**src/rtl/mem_pkg.sv**
```systemverilog
// Shared types and constants for the data-memory access unit.
package mem_pkg;

  localparam int unsigned BE_W     = 4;
  localparam int unsigned FUNCT3_W = 3;

  typedef enum logic [1:0] {
    S_IDLE = 2'd0,
    S_REQ  = 2'd1,
    S_WAIT = 2'd2,
    S_DONE = 2'd3
  } state_t;

  localparam logic [FUNCT3_W-1:0] F3_B  = 3'b000;
  localparam logic [FUNCT3_W-1:0] F3_H  = 3'b001;
  localparam logic [FUNCT3_W-1:0] F3_W  = 3'b010;
  localparam logic [FUNCT3_W-1:0] F3_BU = 3'b100;
  localparam logic [FUNCT3_W-1:0] F3_HU = 3'b101;

  // Misaligned halves/words and unused funct3 codes never reach memory.
  function automatic logic is_bad_access(input logic [FUNCT3_W-1:0] funct3,
                                         input logic [1:0]          offset);
    case (funct3)
      F3_B, F3_BU: is_bad_access = 1'b0;
      F3_H, F3_HU: is_bad_access = offset[0];
      F3_W:        is_bad_access = (offset != 2'b00);
      default:     is_bad_access = 1'b1;
    endcase
  endfunction

  function automatic logic [BE_W-1:0] byte_enable(input logic [FUNCT3_W-1:0] funct3,
                                                  input logic [1:0]          offset);
    case (funct3[1:0])
      2'b00:   byte_enable = BE_W'(1) << offset;
      2'b01:   byte_enable = BE_W'(3) << offset;
      default: byte_enable = {BE_W{1'b1}};
    endcase
  endfunction

endpackage

```
**src/rtl/load_extend.sv**
```systemverilog
// Selects the addressed byte/half of a read word and sign- or zero-extends it.
module load_extend
  import mem_pkg::*;
#(
  parameter int unsigned DATA_WIDTH = 32
) (
  input  logic [DATA_WIDTH-1:0] word,
  input  logic [1:0]            offset,
  input  logic [FUNCT3_W-1:0]   funct3,
  output logic [DATA_WIDTH-1:0] data_c
);

  logic [7:0]  byte_sel;
  logic [15:0] half_sel;

  always_comb begin
    byte_sel = 8'(word >> {offset, 3'b000});
    half_sel = 16'(word >> {offset[1], 4'b0000});
    data_c   = word;
    case (funct3)
      F3_B:    data_c = {{(DATA_WIDTH-8){byte_sel[7]}}, byte_sel};
      F3_H:    data_c = {{(DATA_WIDTH-16){half_sel[15]}}, half_sel};
      F3_BU:   data_c = {{(DATA_WIDTH-8){1'b0}}, byte_sel};
      F3_HU:   data_c = {{(DATA_WIDTH-16){1'b0}}, half_sel};
      default: data_c = word;
    endcase
  end

endmodule

```
**src/rtl/mem_access_unit.sv**
```systemverilog
// Data-memory access unit: captures a load/store from execute, runs the memory
// handshake and returns the extended load result or an alignment error pulse.
module mem_access_unit
  import mem_pkg::*;
#(
  parameter int unsigned DATA_WIDTH = 32
) (
  input  logic                  clk,
  input  logic                  rst_n,
  input  logic                  memWriteE_i,
  input  logic                  memReadE_i,
  input  logic [FUNCT3_W-1:0]   funct3E_i,
  input  logic [DATA_WIDTH-1:0] ALUresultE_i,
  input  logic [DATA_WIDTH-1:0] RD2E_i,
  output logic                  stall_o,
  output logic                  memReq_o,
  output logic                  memWe_o,
  output logic [DATA_WIDTH-1:0] memAddr_o,
  output logic [DATA_WIDTH-1:0] memWdata_o,
  output logic [BE_W-1:0]       memBe_o,
  input  logic                  memGnt_i,
  input  logic                  memRvalid_i,
  input  logic [DATA_WIDTH-1:0] memRdata_i,
  output logic [DATA_WIDTH-1:0] readDataM_o,
  output logic                  readValidM_o,
  output logic                  misaligned_o
);

  state_t                state, state_nxt;
  logic [DATA_WIDTH-1:0] addr_q;
  logic [DATA_WIDTH-1:0] wdata_q;
  logic [FUNCT3_W-1:0]   funct3_q;
  logic                  store_q;
  logic                  err_q;
  logic [DATA_WIDTH-1:0] rdata_q;
  logic [DATA_WIDTH-1:0] load_data;
  logic [DATA_WIDTH-1:0] wdata_lane;
  logic                  access;

  assign access      = memWriteE_i | memReadE_i;
  assign readDataM_o = rdata_q;

  always_ff @(posedge clk or negedge rst_n) begin
    if (!rst_n) state <= S_IDLE;
    else        state <= state_nxt;
  end

  // A store wins when both strobes are high.
  always_ff @(posedge clk or negedge rst_n) begin
    if (!rst_n) begin
      addr_q   <= '0;
      wdata_q  <= '0;
      funct3_q <= '0;
      store_q  <= 1'b0;
      err_q    <= 1'b0;
    end else if (state == S_IDLE && access) begin
      addr_q   <= ALUresultE_i;
      wdata_q  <= RD2E_i;
      funct3_q <= funct3E_i;
      store_q  <= memWriteE_i;
      err_q    <= is_bad_access(funct3E_i, ALUresultE_i[1:0]);
    end
  end

  always_ff @(posedge clk or negedge rst_n) begin
    if (!rst_n)                              rdata_q <= '0;
    else if (state == S_WAIT && memRvalid_i) rdata_q <= load_data;
  end

  load_extend #(
    .DATA_WIDTH(DATA_WIDTH)
  ) u_load_extend (
    .word   (memRdata_i),
    .offset (addr_q[1:0]),
    .funct3 (funct3_q),
    .data_c (load_data)
  );

  always_comb begin
    case (funct3_q[1:0])
      2'b00:   wdata_lane = {(DATA_WIDTH/8){wdata_q[7:0]}};
      2'b01:   wdata_lane = {(DATA_WIDTH/16){wdata_q[15:0]}};
      default: wdata_lane = wdata_q;
    endcase
  end

  // Next state and state-decoded outputs; request outputs are quiet outside REQ.
  always_comb begin
    state_nxt    = state;
    stall_o      = 1'b0;
    memReq_o     = 1'b0;
    memWe_o      = 1'b0;
    memAddr_o    = '0;
    memWdata_o   = '0;
    memBe_o      = '0;
    readValidM_o = 1'b0;
    misaligned_o = 1'b0;
    case (state)
      S_IDLE: begin
        if (access) begin
          stall_o   = 1'b1;
          state_nxt = is_bad_access(funct3E_i, ALUresultE_i[1:0]) ? S_DONE : S_REQ;
        end
      end
      S_REQ: begin
        stall_o    = 1'b1;
        memReq_o   = 1'b1;
        memWe_o    = store_q;
        memAddr_o  = {addr_q[DATA_WIDTH-1:2], 2'b00};
        memWdata_o = wdata_lane;
        memBe_o    = byte_enable(funct3_q, addr_q[1:0]);
        if (memGnt_i) state_nxt = store_q ? S_DONE : S_WAIT;
      end
      S_WAIT: begin
        stall_o = 1'b1;
        if (memRvalid_i) state_nxt = S_DONE;
      end
      S_DONE: begin
        readValidM_o = ~store_q & ~err_q;
        misaligned_o = err_q;
        state_nxt    = S_IDLE;
      end
      default: state_nxt = S_IDLE;
    endcase
  end

endmodule

```
**config.mk**
```make
export PLATFORM = sky130hd
export DESIGN_NAME = mem_access_unit
export DESIGN_NICKNAME = d
export VERILOG_FILES = /design/src/rtl/mem_pkg.sv /design/src/rtl/load_extend.sv /design/src/rtl/mem_access_unit.sv
export SDC_FILE = /design/constraint.sdc
export NUM_CORES = 1
export LEC_CHECK = 0
export ABC_CLOCK_PERIOD_IN_PS = 4500
export BUFFER_PORTS_ARGS = -buffer_cell sky130_fd_sc_hd__buf_2
export CAP_MARGIN = 5
export CORE_ASPECT_RATIO = 1.4
export CORE_MARGIN = 8
export CORE_UTILIZATION = 32
export CTS_BUF_LIST = sky130_fd_sc_hd__clkbuf_8
export DETAILED_ROUTE_END_ITERATION = 8
export PLACE_DENSITY = 0.65
export SYNTH_ARGS = -nofsm -noshare
export SYNTH_HDL_FRONTEND = slang
export SYNTH_SLANG_ARGS = --single-unit
export TNS_END_PERCENT = 20
```
**constraint.sdc**
```tcl
create_clock -name clk -period 4.5 [get_ports clk]
set_input_delay 0.9 -clock clk [delete_from_list [all_inputs] [get_ports clk]]
set_output_delay 0.9 -clock clk [all_outputs]
set_load 0.005 [all_outputs]
```
==> out/results.tsv, run 1 <==
metric	value	unit
synth-edff-count	0	
crit_family	adder cells	
ys_seq_area_share	47.7	%
routed-via-count	4525	
clk_pin_slew_worst_paths	110	ps
max-cap-violations	0	
ir_drop	275	uV
holdCritPathClass	input port to asynchronous set/reset pin	
reg2reg_from	funct3_q[0]	
synth_area	5410	um^2
fin_skew	12.2	ps
cts_setup_buffers	0	
status	complete, no violations	
synthTopCellsByArea	dfrtp_1 48%, mux2_2 16%, and2_1 5.7%	
start_util	32.4	%
die_area	21400	um^2
gpl.final_weighted_congestion	0.793	
firstDrtPassIters	5	
fin_ws	1380	ps
fin_setup_tns	0	ps
grt_max_degree	71	
crit_path_cell_trace	inv_1 -> ha_2 -> buf_4 -> and2_1 -> buf_2	
clock_path_buffers	2	
synthDistinctLibCells	44	
start_kind	register	
drc	0	
clock_latency	380	ps
coreArea	16700	um^2
cp.required	3600	ps
syn_area_per_cell	10.6	um^2
ys_async_sr_fraction	100	%
period_minus_slack	3120	ps
drt_iter0_drc	354	
numCtsBuffers	9	
port_buffers	207	
drive_gt1_share	46.6	%
cts_tree	done	
yosys_warnings	0	
hpwl	12200	um
p_per_area	698	nW/um^2
timing.final.max_slew_violations	0	
ff2ff_setup_slack	2000	ps
top_level_ports	210	
grt_pass1_vias	4779	
worstPathBufferInverterCount	3	
p_leak	0.00330	uW
fin_nets	805	
die_h	170	um
viasPerCell	5.01	
htree_levels	3	
fp.dieW	126	um
finalHoldViolations	0	
yosys.area.top_type	dfrtp_1	
drt_wl_total	16400	um
num_rows	56	
ant_nets	0	
finalCritPeriodShare	69.3	%
syn_inst	508	
dominantRegCellSynth	dfrtp_1	
cts.sinks	103	
postCtsResizedCells	0	
worst_slew_pin_slew	929	ps
postCtsHoldBufs	0	
cts_root_buf	clkbuf_8	
path_class	register to output pin	
rsz0062_at_grt	false	
final_cell_mix	206 x buf_2, 102 x dfrtp_1, 75 x mux2_2	
slowest_stage	ha_2	
timing.rr.end	readDataM_o[30]	
slew_headroom	38.1	%
r2r_cells	4	
worstPathArrival	2220	ps
yosysTopAreaCellShare	47.7	%
pre_cts_ws	1760	ps
areaGrowthSynthToFinish	25.3	%
setup_viol	0	
antenna_found_initial	4	
fmax	0.320	GHz
cpPeakStageDelay	760	ps
crit_fanout	57	
ys_ff_latch	103	
final_common_cell	buf_2	
grt_first_pass_wirelength	26100	um
grt_usage	15.4	%
wire_per_inst	18.2	um
grt.overflow.total	0	
end_kind	output pin	
## Yosys cell counts, types with 2 or more instances
master	count
dfrtp_1	103
a21oi_2	10
o21ai_0	16
o21a_1	4
and3_1	7
a21boi_0	8
a32oi_1	4
mux2i_1	19
clkbuf_1	22
a21oi_1	30
ha_1	5
and2_1	49
buf_4	3
nor3b_1	2
nand2_1	33
mux2_2	75
a222oi_1	4
nor3_1	3
nor2b_1	11
inv_1	6
buf_2	14
o21ai_1	4
a22o_1	3
a31oi_1	14
a22oi_1	5
nor2_1	35
buf_6	2
## cell families (layout without fill, tap and decap cells)
group                      after synthesis  after routing  synth area share (%)
DFF                                    103            103                  47.7
muxes                                   95             95                  19.4
buffers and inverters                   48            239                  4.14
other                                    1              3                0.0693
AOI/OAI and AO/OA                      109            109                  13.4
adders and majority gates                5              5                  1.16
and+or+nand+nor                        147            147                  14.2
## worst max-delay path by stage
| stage | cells past startpoint | start | slack (ps) | to |
|---|---|---|---|---|
| after floorplan | 3 | memReadE_i | 2060 | stall_o |
| after global placement | 5 | state[1] | 1810 | memAddr_o[8] |
| after detailed placement | 5 | state[1] | 1760 | memAddr_o[13] |
| after CTS | 5 | state[1] | 1320 | memAddr_o[13] |
| after global routing | 5 | state[1] | 1170 | memAddr_o[16] |
| final | 5 | state[1] | 1380 | memAddr_o[8] |
## through the flow
stage               hold slack [ps]  area, um^2  instances  power (uW)  utilization, %
global placement                465        6590        887        4170            39.5
CTS                             454        6770        903        4820            40.6
finish                          456        6780        904        4730            40.6
floorplan                       461        5410        509        3310               -
global route                    470        6780        904        5140            40.6
detailed placement              478        6590        887        4220            39.5
## routing by layer
layer  part of all wire [%]  track usage [%]
met5                   0.27                0
met4                    1.5             4.88
met3                    7.6             5.32
met2                     51             26.4
met1                     40             17.7
## report_power, final
| group | internal (uW) | switching [uW] | leakage, uW | total (uW) |
|---|---|---|---|---|
| clock network | 215 | 367 | 0.0000945 | 582 |
| logic | 1200 | 1180 | 0.00200 | 2380 |
| registers | 1400 | 369 | 0.00121 | 1770 |
## cell type report
class,count,area [um^2]
Antenna cell,1,2.50
Clock buffer,9,124
Clock inverter,7,61.3
Fill cell,1714,9900
Inverter,7,26.3
Multi-Input combinational cell,358,2620
Sequential cell,103,2580
Tap cell,203,254
Timing Repair Buffer,216,1110
## sequential cells by signal (all words and copies together), names as in the netlist
name	flops
addr_q	32
err_q	1
funct3_q	3
readDataM_o	32
state	2
store_q	1
wdata_q	32
(Power assumes the default switching activity.)
==> run 2, diff against run 1 <==
ABC_CLOCK_PERIOD_IN_PS = 2660   (was 4500)
PLACE_DENSITY = 0.67   (was 0.65)
clock period = 2.66 ns   (was 4.5 ns; I/O delays follow)
==> out/results.tsv, run 2 (same netlist as run 1, synthesis figures left out) <==
metric	value	unit	change
clock_path_buffers	2		unchanged
areaGrowthSynthToFinish	27.4	%	
fmax	0.402	GHz	
rsz0062_at_grt	false		
num_rows	56		unchanged
slew_headroom	59.7	%	+22 points
fin_cells	910		+0.66%
fp.dieW	126	um	unchanged
top_level_ports	210		unchanged
worst_slew_pin_slew	602	ps	-327 ps
numCtsBuffers	9		unchanged
max-cap-violations	0		unchanged
routed-via-count	4450		-1.7%
fin_nets	811		+0.75%
viasPerCell	4.89		-2.3%
fin_skew	13.1	ps	+0.916 ps
setup_viol	0		unchanged
port_buffers	207		unchanged
coreArea	16700	um^2	unchanged
grt_max_degree	64		-9.9%
htree_levels	3		unchanged
fin_setup_tns	0	ps	unchanged
die_area	21400	um^2	unchanged
start_util	32.4	%	unchanged
start_kind	register		
hpwl	12600	um	+2.6%
timing.final.max_slew_violations	0		unchanged
gpl.final_weighted_congestion	0.810		+2.1%
drive_gt1_share	47.0	%	+0.45 points
path_class	register to output pin		
cts_tree	done		
grt.overflow.total	0		unchanged
grt_usage	15.2	%	-0.18 points
comb_power_share	51.0	%	+0.7 points
drt_wl_total	16500	um	+0.37%
worstPathArrival	1960	ps	-260 ps
holdCritPathClass	input port to asynchronous set/reset pin		
postCtsHoldBufs	0		unchanged
period_minus_slack	2490	ps	
end_kind	output pin		
ant_nets	0		unchanged
p_per_area	1190	nW/um^2	+70%
dp_cells	893		+0.68%
swShare	39.4	%	-1.1 points
crit_fanout	39		-32%
cp.required	2130	ps	-1470 ps
total_power	8170	uW	+73%
status	complete, no violations		
p_leak	0.00335	uW	+1.7%
drc	0		unchanged
antenna_found_initial	0		-4
wire_per_inst	18.1	um	-0.30%
internal_power	4950	uW	+76%
final_cell_mix	206 x buf_2, 102 x dfrtp_1, 75 x mux2_2		
clock_latency	370	ps	about the same
p_clk_share	12.5	%	+0.2 points
drt_iter0_drc	298		-16%
final_common_cell	buf_2		
clk_pin_slew_worst_paths	100	ps	about the same
pwr-share-seq	36.4	%	-1.0 points
ir_drop	461	uV	+68%
finalHoldViolations	0		unchanged
grt_pass1_vias	4793		+0.29%
grt_first_pass_wirelength	25700	um	-1.3%
firstDrtPassIters	4		-1
die_h	170	um	unchanged
cts.sinks	103		unchanged
cts_root_buf	clkbuf_8		
finalCritPeriodShare	93.5	%	
p_switching	3220	uW	+68%
run 2: layer usage:
metal	track usage, %	share of wire (%)	vias to the layer above
li1	-	-	2158
met1	16.7	40	2117
met2	26.2	50	150
met3	5.64	7.8	25
met4	5.93	2.6	0
met5	0	0	-
run 2: worst paths after layout:
path,startpoint,endpoint,slack (ps),depth (start not counted)
min,rst_n,readDataM_o[13],110,1
max reg2reg,funct3_q[1],readDataM_o[0],420,5
max,funct3_q[1],memWdata_o[17],170,4
min reg2reg,readDataM_o[5],readDataM_o[5],500,2
max in group asynchronous,rst_n,wdata_q[30],1870,2
min in group clk,ALUresultE_i[15],addr_q[15],380,2
run 2: power by group through the flow:
stage	registers [uW]	logic, uW	clock network, uW
floorplan	2770	2840	0
global placement	2990	4170	0
detailed placement	3020	4230	0
CTS	2990	4240	1090
global route	3100	4620	1140
finish	2980	4170	1030
run 2: cell type report:
| type | instances | area, um^2 |
|---|---|---|
| clock buffers | 10 | 138 |
| fillers | 1704 | 9790 |
| diodes | 1 | 2.50 |
| flip-flops and latches | 103 | 2580 |
| clock inverters | 6 | 67.6 |
| repair buffers | 222 | 1190 |
| multi-input cells | 358 | 2630 |
| well taps | 203 | 254 |
| inverters | 7 | 26.3 |
run 2: timing repair:
item | in CTS | in global routing
endpoints found under the setup margin | 0 | 8
setup buffers | 0 | 0
resized for setup | 0 | 2
endpoints found under the hold margin | 0 | 0
run 2: critical path, stage by stage, from the launching register on:
cell	delay (ps)
dfrtp_2	670
buf_4	460
mux2i_1	230
nor2b_1	60
buf_2	140
run 2: through the flow:
step | instance area, um^2 | utilization, % | setup slack, ps | hold WS (ps)
detailed placement | 6670 | 40.0 | 444 | 479
floorplan | 5410 | - | 804 | 236
CTS | 6880 | 41.2 | 1.93 | 101
global placement | 6670 | 40.0 | 497 | 477
global route | 6890 | 41.3 | 3.57 | 108
finish | 6890 | 41.3 | 172 | 114
==> run 3, diff against run 2 <==
CELL_PAD_IN_SITES_DETAIL_PLACEMENT = 1   (was unset)
CELL_PAD_IN_SITES_GLOBAL_PLACEMENT = 2   (was unset)
CORE_UTILIZATION = 27   (was 32)
PLACE_DENSITY = 0.86   (was 0.67)
==> out/results.tsv, run 3 (same netlist as run 1, synthesis figures left out) <==
metric	value	unit	change
crit_path_cell_trace	nor2b_1 -> nor2b_1 -> nor2_1 -> o21a_1 -> buf_2		
firstDrtPassIters	4		unchanged
fin_skew	11.4	ps	-1.73 ps
die_area	24900	um^2	+16%
clk_pin_slew_worst_paths	100	ps	about the same
timing.rr.end	readDataM_o[19]		
fin_nets	812		+0.12%
worstPathArrival	1900	ps	-60 ps
fmax	0.412	GHz	+2.5%
wire_per_inst	19.2	um	+6.1%
htree_levels	3		unchanged
top_level_ports	210		unchanged
dp_cells	943		+5.6%
grt_pass1_vias	5099		+6.4%
coreArea	19800	um^2	+19%
p_per_area	1190	nW/um^2	-0.10%
grt.overflow.total	0		unchanged
cts_tree	done		
cp.required	2130	ps	about the same
antenna_found_initial	6		+6
port_buffers	207		unchanged
numCtsBuffers	9		unchanged
reg2reg_from	funct3_q[0]		
rsz0062_at_grt	false		
num_rows	61		+8.9%
crit_fanout	18		-54%
cpPeakStageDelay	800	ps	+130 ps
finalCritPeriodShare	91.3	%	-2.3 points
placedInstanceArea	6750	um^2	+1.2%
drc	0		unchanged
start_util	27.4	%	-5.1 points
max-cap-violations	0		unchanged
setup_viol	0		unchanged
timing.final.max_slew_violations	0		unchanged
r2r_cells	5		unchanged
grt_max_degree	71		+11%
cp_common_cell	nor2b_1		
status	complete, no violations		
fin_area	6950	um^2	+0.93%
p_leak	0.00335	uW	-0.16%
final_cell_mix	206 x buf_2, 102 x dfrtp_1, 75 x mux2_2		
drt_wl_total	18500	um	+12%
hpwl	14000	um	+11%
cts_setup_buffers	0		unchanged
pre_cts_ws	422	ps	-22.5 ps
end_kind	output pin		
start_kind	register		
fin_setup_tns	0	ps	unchanged
cts.sinks	103		unchanged
clock_path_buffers	2		unchanged
die_h	183	um	+8.0%
finalHoldViolations	0		unchanged
slew_headroom	40.4	%	-19 points
slowest_stage	dfrtp_1		
ir_drop	405	uV	-12%
fin_ws	232	ps	+60.5 ps
gpl.final_weighted_congestion	0.736		-9.1%
grt_usage	14.8	%	-0.45 points
holdCritPathClass	input port to asynchronous set/reset pin		
viasPerCell	4.76		-2.7%
areaGrowthSynthToFinish	28.6	%	
path_class	register to output pin		
worst_slew_pin_slew	894	ps	+292 ps
grt_first_pass_wirelength	28500	um	+11%
clock_latency	380	ps	about the same
drive_gt1_share	47.1	%	+0.075 points
final_common_cell	buf_2		
period_minus_slack	2430	ps	-60.5 ps
routed-via-count	4570		+2.7%
cts_root_buf	clkbuf_8		
ant_nets	0		unchanged
fin_cells	960		+5.5%
ff2ff_setup_slack	420	ps	about the same
fp.dieW	136	um	+7.7%
drt_iter0_drc	176		-41%
==> run 3: cell count changes in the layout (fill, tap and decap cells not counted), sizes merged <==
cell,change
clkbuf,-1
clkinv,+1
clkinvlp,+1
buf,+1
bufinv,-1
==> run 3: layout make-up <==
class | count | area (um^2)
diodes | 1 | 2.50
repair buffers | 223 | 1210
well taps | 252 | 315
flip-flops and latches | 103 | 2580
clock inverters | 7 | 63.8
multi-input cells | 358 | 2630
clock buffers | 9 | 124
fillers | 2317 | 12800
inverters | 7 | 26.3
==> run 3: worst max-delay path, delay by kind of cell, from the launching register on <==
kind                   cells  cell delay (ps)
AOI/OAI and AO/OA          1              160
and+or+nand+nor            3              430
DFF                        1              800
buffers and inverters      1              130
==> run 3: metrics by stage <==
step | power [uW] | hold slack, ps | utilization [%]
6_report | 8240 | 132 | 35.2
4_1_cts | 8420 | 128 | 35.1
3_5_place_dp | 7410 | 482 | 34.2
5_1_grt | 8960 | 136 | 35.2
3_3_place_gp | 7270 | 470 | 34.2
2_1_floorplan | 5610 | 236 | -
==> run 3: how the worst max path moves through the flow <==
stage	from	to	slack (ps)	depth (start not counted)
final	addr_q[1]	memBe_o[2]	230	5
after CTS	state[1]	memAddr_o[16]	30	5
after floorplan	state[1]	memAddr_o[10]	800	5
after global routing	funct3_q[0]	memWdata_o[12]	80	5
after detailed placement	funct3_q[0]	readDataM_o[18]	420	5
after global placement	state[1]	memAddr_o[7]	440	5
==> run 3: timing repair <==
action	in CTS	in global routing
endpoints found under the setup margin	0	25
hold buffers	0	0
resized for setup	0	1
==> run 3: metal layers <==
layer  GRT usage, %  routed length [um]  part of all wire [%]  vias to the layer above
met1           15.9                7090                    38                     2226
met5              0                  57                  0.31                        -
met2           25.0                9120                    49                      151
li1               -                   -                     -                     2150
met3           6.21                1730                   9.4                       33
met4           5.66                 453                   2.5                       10
==> run 3: report_power, final <==
group          switching (uW)  internal [uW]  total, uW
Sequential                560           2370       2930
Clock                     628            361        989
Combinational            2180           2140       4320
Total                    3370           4870       8240
